$ cat src/rtl/noc_link_retimer.sv
// Router-to-router link retimer: NUM_PIPELINE register stages on the forward flit path and the
// reverse credit path, plus a saturating flits-in-flight counter. Optional checker: NOC_LINK_CREDIT_CHECK_EN.
module noc_link_retimer #(
  parameter int NUM_PIPELINE      = 1,
  parameter int FLIT_WIDTH        = 32,
  parameter int DEST_WIDTH        = 6,
  parameter int FLIT_BUFFER_DEPTH = 256,
  parameter int CNT_WIDTH         = $clog2(FLIT_BUFFER_DEPTH + 1)
) (
  input  logic                  clk_noc,
  input  logic                  rst_n,
  input  logic [FLIT_WIDTH-1:0] data_in,
  input  logic [DEST_WIDTH-1:0] dest_in,
  input  logic                  is_tail_in,
  input  logic                  send_in,
  output logic                  credit_out,
  output logic [FLIT_WIDTH-1:0] data_out,
  output logic [DEST_WIDTH-1:0] dest_out,
  output logic                  is_tail_out,
  output logic                  send_out,
  input  logic                  credit_in,
  output logic [CNT_WIDTH-1:0]  outstanding,
  output logic                  err_credit
);

  localparam logic [CNT_WIDTH-1:0] CNT_MAX = CNT_WIDTH'(FLIT_BUFFER_DEPTH);

  if (NUM_PIPELINE == 0) begin : g_bypass
    assign data_out    = data_in;
    assign dest_out    = dest_in;
    assign is_tail_out = is_tail_in;
    assign send_out    = send_in;
    assign credit_out  = credit_in;
  end else begin : g_pipe
    logic [NUM_PIPELINE-1:0] send_q;
    logic [NUM_PIPELINE-1:0] credit_q;
    logic [NUM_PIPELINE-1:0] tail_q;
    logic [FLIT_WIDTH-1:0]   data_q [NUM_PIPELINE];
    logic [DEST_WIDTH-1:0]   dest_q [NUM_PIPELINE];

    always_ff @(posedge clk_noc or negedge rst_n) begin
      if (!rst_n) begin
        send_q   <= '0;
        credit_q <= '0;
        tail_q   <= '0;
        // NOTE: payload stages are cleared too so data_out is deterministic straight out of reset.
        for (int i = 0; i < NUM_PIPELINE; i++) begin
          data_q[i] <= '0;
          dest_q[i] <= '0;
        end
      end else begin
        send_q[0]   <= send_in;
        credit_q[0] <= credit_in;
        if (send_in) begin
          data_q[0] <= data_in;
          dest_q[0] <= dest_in;
          tail_q[0] <= is_tail_in;
        end
        for (int i = 1; i < NUM_PIPELINE; i++) begin
          send_q[i]   <= send_q[i-1];
          credit_q[i] <= credit_q[i-1];
          // Payload only moves alongside a valid flit; idle cycles leave it parked.
          if (send_q[i-1]) begin
            data_q[i] <= data_q[i-1];
            dest_q[i] <= dest_q[i-1];
            tail_q[i] <= tail_q[i-1];
          end
        end
      end
    end

    assign data_out    = data_q[NUM_PIPELINE-1];
    assign dest_out    = dest_q[NUM_PIPELINE-1];
    assign is_tail_out = tail_q[NUM_PIPELINE-1];
    assign send_out    = send_q[NUM_PIPELINE-1];
    assign credit_out  = credit_q[NUM_PIPELINE-1];
  end

  // Upstream-side view: flits launched minus credits handed back, clamped at both ends.
  always_ff @(posedge clk_noc or negedge rst_n) begin
    if (!rst_n) begin
      outstanding <= '0;
    end else if (send_in && !credit_out) begin
      if (outstanding != CNT_MAX) outstanding <= outstanding + 1'b1;
    end else if (credit_out && !send_in) begin
      if (outstanding != '0) outstanding <= outstanding - 1'b1;
    end
  end

`ifdef NOC_LINK_CREDIT_CHECK_EN
  typedef enum logic {IDLE, IN_PKT} pkt_state_e;

  pkt_state_e            state;
  logic [DEST_WIDTH-1:0] head_dest;

  always_ff @(posedge clk_noc or negedge rst_n) begin
    if (!rst_n) begin
      state      <= IDLE;
      head_dest  <= '0;
      err_credit <= 1'b0;
    end else begin
      if (send_in) begin
        case (state)
          IDLE: if (!is_tail_in) begin
            state     <= IN_PKT;
            head_dest <= dest_in;
          end
          IN_PKT: if (is_tail_in) state <= IDLE;
          default: state <= IDLE;
        endcase
      end
      if ((send_in && outstanding == CNT_MAX) ||
          (credit_out && outstanding == '0) ||
          (state == IN_PKT && send_in && dest_in != head_dest))
        err_credit <= 1'b1;
    end
  end
`else
  assign err_credit = 1'b0;
`endif

endmodule

$ cat config.mk
export PLATFORM = sky130hd
export DESIGN_NAME = noc_link_retimer
export DESIGN_NICKNAME = d
export VERILOG_FILES = /design/src/rtl/noc_link_retimer.sv
export SDC_FILE = /design/constraint.sdc
export NUM_CORES = 1
export LEC_CHECK = 0
export BUFFER_PORTS_ARGS = -buffer_cell sky130_fd_sc_hd__buf_2
export CAP_MARGIN = 40
export CELL_PAD_IN_SITES_DETAIL_PLACEMENT = 2
export CELL_PAD_IN_SITES_GLOBAL_PLACEMENT = 2
export CORE_MARGIN = 3
export CORE_UTILIZATION = 30
export CTS_CLUSTER_SIZE = 8
export DETAILED_ROUTE_END_ITERATION = 10
export PLACE_DENSITY = 0.8
export RECOVER_POWER = 25
export SLEW_MARGIN = 20
export SYNTH_ARGS = -nofsm -noshare
export SYNTH_HDL_FRONTEND = slang
export SYNTH_SLANG_ARGS = --single-unit
$ cat constraint.sdc
create_clock -name clk_noc -period 2.5 [get_ports clk_noc]
set_clock_uncertainty 0.1 [all_clocks]
set_input_delay 0.25 -clock clk_noc [delete_from_list [all_inputs] [get_ports clk_noc]]
set_output_delay 0.25 -clock clk_noc [all_outputs]
set_load 0.02 [all_outputs]
== Word-level counts from Yosys, hierarchy flattened ==
Cells that the tools add are included.

* $add $sub $neg: 2
* Equal/unequal tests: 2
* Muxes and demuxes: 4
* Reductions and logical operators: 8

{| class="wikitable"
|+ Operators by type and width
! kind !! count
|-
| $mux 9 || 4
|-
| $add 9x1->9 const B || 1
|-
| $ne 9x9->1 const B || 1
|-
| $reduce_bool 9->1 || 1
|-
| $sub 9x1->9 const B || 1
|-
| $reduce_bool 2->1 || 2
|-
| $reduce_and 3->1 || 1
|-
| $logic_and 1x1->1 || 2
|-
| $logic_not 1->1 || 2
|-
| $ne 2x1->1 const B || 1
|}

* Flip-flop bits (word level): 50
* Input port bits: 43
* Output and inout port bits: 51
* Logic and storage cells: 22

== Depth between registers and ports, before layout ==
Gate-level depths: netlist (run 1).

* Depth in word-level cells: 4
* Depth in mapped cells: 9
* Gate-level depth less buffers: 8

== Least setup slack after synthesis (run 1) ==
Ideal clock, no wire load.

* Path type: reg-to-reg
* Start: register g_pipe.credit_q (netlist: credit_out)
* End: register outstanding[8]
* Library setup time: 0.146 ns
* Data arrival time: 2.159 ns
* Data required time: 2.254 ns
* Path slack: 0.095 ns
* Cell stages (with the launch flop): 9
* Period minus slack after synthesis: 2.405 ns
* Path through: dfrtp_1 -> nand2b_1 -> inv_1 -> fa_1 -> nand2b_1 -> a21oi_1 -> a21oi_1 -> a311oi_1 -> a211oi_1

* Cells in the longest elaborated chain, start to end: 4
* Elaborated cells on any way between the ends: 8
* Classes of those cells: 1 x eq/ne; 1 x mux; 6 x reduce/logical

{| class="wikitable"
|+ Ends and longest elaborated chain
! element !! line !! text
|-
| start, declared || 36 || <nowiki>logic [NUM_PIPELINE-1:0] credit_q;</nowiki>
|-
| start signal, assigned by index || 61 || <nowiki>credit_q[i] <= credit_q[i-1];</nowiki>
|-
| $logic_not 1->1 || 83 || <nowiki>end else if (send_in && !credit_out) begin</nowiki>
|-
| $logic_and 1x1->1 || 83 ||
|-
| $ne 2x1->1 (no source line) / $reduce_bool 2->1 (equally long branches) || n/a ||
|-
| $reduce_and 3->1 (no source line) || n/a ||
|-
| end signal, assigned || 84 || <nowiki>if (outstanding != CNT_MAX) outstanding <= outstanding + 1'b1;</nowiki>
|-
| end signal, assigned || 86 || <nowiki>if (outstanding != '0) outstanding <= outstanding - 1'b1;</nowiki>
|-
| end, declared || 22 || <nowiki>output logic [CNT_WIDTH-1:0] outstanding,</nowiki>
|}

Parallel ways exist; a longest one is shown, timed or not.
A chain may end at the register's enable or synchronous reset.

== Worst setup path after layout (run 1) ==
* Start: register g_pipe.credit_q (netlist: credit_out)
* End: register outstanding[7]

The elaborated chain is that of the path after synthesis.

==> results of run 1 <==
[cells in the mapped netlist, drive strengths merged]
cell	instances	area share [%]
mux2i	1	0.45
o21a	2	0.67
ha	7	3.9
a311oi	1	0.39
fa	1	0.90
buf	2	0.84
and3	1	0.28
o31ai	1	0.34
o31a	1	0.39
xor2	3	1.2
a31oi	3	1.5
nand2	10	1.7
mux2	40	20
a21o	1	0.34
clkbuf	5	0.84
nor4	2	1.1
inv	4	0.67
nand3b	2	0.67
o21ai	7	1.6
a21oi	6	1.3
clkinv	1	0.17
xnor2	3	1.2
nor2	4	0.67
dfrtp	50	56
o21bai	1	0.34
nor3	2	0.45
nand2b	2	0.56
a211oi	3	1.2
conb	1	0.17
[flip-flops by register name, indices dropped and copies added, names as in the netlist]
| register | flops |
|---|---|
| send_out | 1 |
| is_tail_out | 1 |
| credit_out | 1 |
| data_out | 32 |
| outstanding | 9 |
| dest_out | 6 |
[report_power, final]
part           internal (mW)  switching (mW)
combinational          0.479           0.668
clock                  0.189           0.259
sequential             0.948           0.130
total                   1.62            1.06
[kinds of logic (layout without fill, tap and decap cells)]
logic type	count (synthesis)	count (layout)
compound gates	26	26
xor+xnor	6	6
fa+ha+maj	8	8
buf+inv	12	112
flops	50	50
mux	41	41
other cells	1	1
simple gates	23	23
[how the worst max path moves through the flow]
| stage | startpoint | endpoint | slack [ns] |
|---|---|---|---|
| finish | credit_out | outstanding[7] | 0.20 |
| global route | credit_out | outstanding[7] | 0.02 |
| CTS | credit_out | outstanding[7] | 0.08 |
| detailed placement | credit_out | outstanding[7] | 0.11 |
| global placement | credit_out | outstanding[7] | 0.24 |
| floorplan | credit_out | outstanding[8] | 0.09 |
[final cells by class]
cell class / count / area share, %
flip-flops and latches: 50 / 42.8
multi-input cells: 105 / 31.9
repair buffers: 100 / 17.8
well taps: 96 / 4.11
clock buffers: 5 / 2.35
inverters: 5 / 0.642
clock inverters: 2 / 0.342
[repair_timing]
action / in CTS / in global routing
setup endpoints to repair: 0 / 2
setup buffers: 0 / 0
resized for setup: 0 / 2
hold endpoints to repair: 17 / 0
hold buffers: 2 / 0
[layout by cell type (no fill, tap or decap), types with 2 or more instances in the layout]
cell type | synthesis | final
buf_4 | 1 | 5
a211oi_1 | 2 | 2
nor4_2 | 2 | 2
nor3_1 | 2 | 2
clkbuf_1 | 5 | 2
clkinv_2 | 0 | 2
a31oi_1 | 2 | 2
ha_1 | 7 | 7
o21a_1 | 2 | 2
nor2_1 | 4 | 4
o21ai_0 | 2 | 2
clkbuf_8 | 0 | 5
xnor2_1 | 3 | 3
o21ai_1 | 5 | 5
dlygate4sd3_1 | 0 | 2
a21oi_1 | 6 | 5
nand2_1 | 10 | 10
mux2_2 | 40 | 40
nand3b_1 | 2 | 2
buf_2 | 0 | 90
xor2_1 | 3 | 3
inv_1 | 4 | 4
dfrtp_1 | 50 | 50
[metal layers]
layer  track usage (%)  routed length (µm)  up-vias
met1              16.7                2280      860
met5                 0                   0        -
met3              4.06                 354        7
li1                  -                   -      784
met2              27.8                3300       50
met4              2.97                  47        0
==> results by group, run 1 <==
Worst hold path
  • Min-Delay Path Depth: 2
  • Min-delay worst type: in2reg
  • Hold wc startpoint: dest_in[2]
  • Worst hold endpoint: dest_out[2]

Floorplan
  • Initial Util: 31.8%
  • I/O pin count: 94
  • Die Ht: slightly above 90 µm
  • Core box area: 7020 µm²
  • Site Rows: 30
  • Chip width: 92.3 µm
  • Die ar.: 8520 µm²

Clocking
  • H-tree depth: 2
  • Clock transition at the registers of the reported paths: 0.09 ns
  • CTS Buffer Depth: 2
  • TritonCTS clock tree: done
  • CTS Buf Count: 5
  • Clock Sinks: 50
  • Clk_lat worst skew: 0.30 ns
  • Clk root buf: clkbuf_8

Setup path
  • Worst-path maximum fanout: 5
  • Crit path DAT: roughly 2.4 ns
  • Worst R2R Setup Slack: 0.20 ns
  • Worst-path cell chain: nand2b_2 -> buf_4 -> ha_1 -> a21oi_2 -> clkinv_1 -> o31a_1 -> o21a_1 -> o31ai_1
  • Crit path buf inv count: 2
  • R2r worst-path depth: 8
  • Crit path max-delay family: compound AO/OA/AOI/OAI gates
  • Max incr delay on CP: roughly 0.38 ns
  • Reg2reg start: credit_out
  • WS Path Type: reg2reg
  • Worst EP required: 2.61 ns
  • Worst setup SP type: flop
  • Stages on worst setup path: 8
  • Element type at the critical path end: flop
  • RR Endpoint: outstanding[7]
  • Slowest-stage cell, CP: dfrtp_1

Placed design
  • Post-DP HPWL: 4720 µm
  • Placed instance count: about 350
  • Placed instance area: 2820 µm²
  • Placer Congestion: between 0.8 and 0.9
  • DP Worst Slack: 0.111 ns
  • Port bufs: 92

Global routing
  • Vias in the first global route: 1920
  • GR Util All Layers: around 15%
  • Initial antenna violation count: 0
  • Grt ovf: 0
  • Largest net degree at the start of global routing: 44
  • First-pass GRT wire length: 9960 µm

Cells and area
  • Area of the multi-input gates: between 900 and 1000 µm²
  • Final nets: 318
  • Synth-to-layout area growth: 30.8%
  • Register area: 1250 µm²
  • Layout cells sized above 1: 55.8%
  • Filler Cells Inserted: 766
  • Post-route insts no fill: roughly 360
  • Final instance area: 2920 µm²
  • Ant. Diodes: 0
  • Layout Utilization: 41.6%

Timing
  • Worst rel slew slack: 29.8%
  • Post-layout min period: 2.30 ns
  • Unrepaired setup endpoints after global routing: false
  • Setup TNS: 0 ns
  • Min setup slack post-route: 0.197 ns
  • Period utilisation layout: 92.1%
  • Max Slew Vio Count: 0
  • Final setup viols: 0
  • FMAX: 0.434 GHz
  • Hold Vio Cnt, Final: 0
  • Worst-Margin Slew: 1.05 ns
  • Final Hold Slack: 0.0800 ns

Logic synthesis
  • Synth unique cells: 33
  • XOR/XNOR Fraction of Synth Area: 2.35%
  • Avg Cell Area, Syn: 13.4 µm²
  • Compound-cell area share of the yosys netlist: 8.12%
  • Post-synthesis mux area share: between 20% and 30%
  • Simple-Gate Fraction of Synth Area: under 10%
  • Sequential area share after synthesis: around 56%
  • Post-Syn Area: 2230 µm²
  • Cell count after synthesis: 167
  • Syn Nets: 218
  • YS warnings: 0
  • Largest family of logic cells by synthesized area: multiplexers
  • Flops & latches, synth: 50
  • Adder-cell share of the synthesized area: 4.82%

Detailed routing
  • Average wire per standard cell: roughly 16 µm
  • Routed WL: 5980 µm
  • # DRC: 0
  • Drt first pass iters: 2
  • Number of vias per cell: 4.69
  • Via count: ~1700
  • Final ANT Viol Nets: 0
  • Initial DRC Count: 23

Power and ir drop
  • Leak: approximately 1.4 nW
  • Pwr Total: roughly 2.7 mW
  • Pwr Density: between 900 and 1000 nW/µm²
  • VDD IR-drop max: 0.000259 V

Run
  • Max Cap Viol: 0

Outcome
  • Status: finished, final reports clean
No activity file was read; power rests on OpenSTA's default activity.
==> inputs of run 2 (changes only) <==
--- a/config.mk
+++ b/config.mk
@@ -5,7 +5,7 @@
 export SDC_FILE = /design/constraint.sdc
 export NUM_CORES = 1
 export LEC_CHECK = 0
-export BUFFER_PORTS_ARGS = -buffer_cell sky130_fd_sc_hd__buf_2
+export BUFFER_PORTS_ARGS = -buffer_cell sky130_fd_sc_hd__buf_4
 export CAP_MARGIN = 40
 export CELL_PAD_IN_SITES_DETAIL_PLACEMENT = 2
 export CELL_PAD_IN_SITES_GLOBAL_PLACEMENT = 2
==> run 2 against run 1 <==
Critical path type unchanged. Die area is the same. Register-to-register slack is essentially flat. Sequential share of layout area shrank 3.8 points. Critical endpoint is now outstanding[8]. Wire length shrank 0.40%.
==> results by group, run 2 (synthesis results as in run 1) <==
Detailed routing
  • Final ANT Viol Nets: 0
  • # DRC: 0
  • Number of vias per cell: 4.67
  • Average wire per standard cell: 16.4 µm
  • Initial DRC Count: 36
  • Drt first pass iters: 4
  • Routed WL: around 6000 µm
  • Via count: 1697

Cells and area
  • Commonest non-fill, non-tap cells in the layout: buf_4 (94), dfrtp_1 (50), mux2_2 (40)
  • Max reg flops: 32
  • Most common library cell in the layout ignoring fill and taps: buf_4
  • Filler Cells Inserted: 747
  • Ant. Diodes: 0
  • Layout Utilization: a little under half
  • Synth-to-layout area growth: 43.6%
  • Layout cells sized above 1: 56.2%
  • Final nets: approximately 320

Setup path
  • Worst-path cell chain: nand2b_1 -> buf_4 -> ha_1 -> nand2_1 -> nor2_1 -> a21oi_1 -> a311oi_1 -> a211oi_1
  • Reg2reg start: credit_out
  • Worst-path maximum fanout: 5
  • Crit path max-delay family: compound AO/OA/AOI/OAI gates
  • Crit path DAT: around 2.4 ns
  • WS Path Type: reg2reg
  • Slowest-stage cell, CP: dfrtp_1
  • CP startpoint: credit_out
  • Worst EP required: 2.56 ns
  • Crit path buf inv count: 1
  • Max incr delay on CP: about 0.4 ns
  • Worst setup SP type: flop
  • Element type at the critical path end: flop

Outcome
  • Status: finished, final reports clean

Global routing
  • Largest net degree at the start of global routing: 51
  • GR Util All Layers: 15.1%
  • Grt ovf: 0
  • Vias in the first global route: 1906
  • Initial antenna violation count: 0
  • First-pass GRT wire length: 10200 µm

Timing
  • Period utilisation layout: 92.4%
  • Final setup viols: 0
  • Post-layout min period: 2.31 ns
  • Worst-Margin Slew: 1.24 ns
  • FMAX: 0.433 GHz
  • Worst rel slew slack: between 10% and 20%
  • Max Slew Vio Count: 0
  • Min setup slack post-route: 0.191 ns
  • Hold Vio Cnt, Final: 0

Power and ir drop
  • Pwr Density: 950 nW/µm²
  • VDD IR-drop max: 0.000301 V
  • Leak: 1.49 nW

Clocking
  • CTS Buffer Depth: 2
  • Clock transition at the registers of the reported paths: 0.09 ns
  • H-tree depth: 2
  • Clk_lat worst skew: 0.30 ns
  • Post-CTS Repair Setup Buffers: 0
  • Clk root buf: clkbuf_8
  • CTS Buf Count: 5
  • TritonCTS clock tree: done
  • Clock Sinks: 50

Worst hold path
  • Hold wc startpoint: data_in[18]
  • Min-delay worst type: in2reg

Floorplan
  • Core box area: 7020 µm²
  • Die Ht: 92.3 µm
  • Die ar.: 8520 µm²
  • Initial Util: 31.8%
  • Chip width: 92.3 µm
  • I/O pin count: 94
  • Site Rows: 30

Placed design
  • Placer Congestion: 0.731
  • DP Worst Slack: 0.154 ns
  • Post-DP HPWL: approximately 4500 µm
  • Port bufs: 92

Run
  • Max Cap Viol: 0
[run 2: path summary, 6_finish.rpt]
kind                                  endpoint  slack (ns)  depth (start not counted)
max in group asynchronous          data_out[8]        0.91                          2
worst min-delay path              data_out[18]        0.07                          2
min in group asynchronous       outstanding[3]        0.64                          2
worst max register to register  outstanding[8]        0.19                          8
worst max-delay path            outstanding[8]        0.19                          8
worst min register to register     dest_out[3]        0.42                          1
[run 2: timing repair]
item,CTS,global route
gates resized for setup,0,3
hold buffers,2,0
hold endpoints to repair,51,0
endpoints found under the setup margin,0,2
[run 2: stage by stage]
step	area (µm²)	cells	TNS, ns	power (mW)	hold slack (ns)
after floorplan	2230	167	0	1.85	-0.146
final	3210	363	0	3.05	0.0677
after global placement	3050	353	0	2.29	0.233
after global routing	3210	363	-0.0427	3.29	0.0460
after detailed placement	3050	353	0	2.34	0.231
after CTS	3210	363	0	3.08	0.0544
[run 2: routing by layer]
layer | track usage (%) | up-vias | wire (µm)
li1 | - | 785 | -
met1 | 18.1 | 855 | 2310
met2 | 26.0 | 52 | 3190
met3 | 5.04 | 5 | 404
met4 | 3.71 | 0 | 53
met5 | 0 | - | 0
[run 2: report_power, final]
part           internal [mW]  switching, mW  leakage (nW)
Combinational          0.575          0.684         0.834
Sequential             0.948          0.137         0.587
Clock                  0.427          0.278        0.0714
[run 2: final cells by class]
type	count	area, µm²	share of cell area, %
Sequential cell	50	1250	39.0
Inverter	5	18.8	0.585
Multi-Input combinational cell	105	935	29.1
Timing Repair Buffer	99	742	23.1
Clock buffer	6	82.6	2.57
Tap cell	96	120	3.74
Clock inverter	2	60.1	1.87
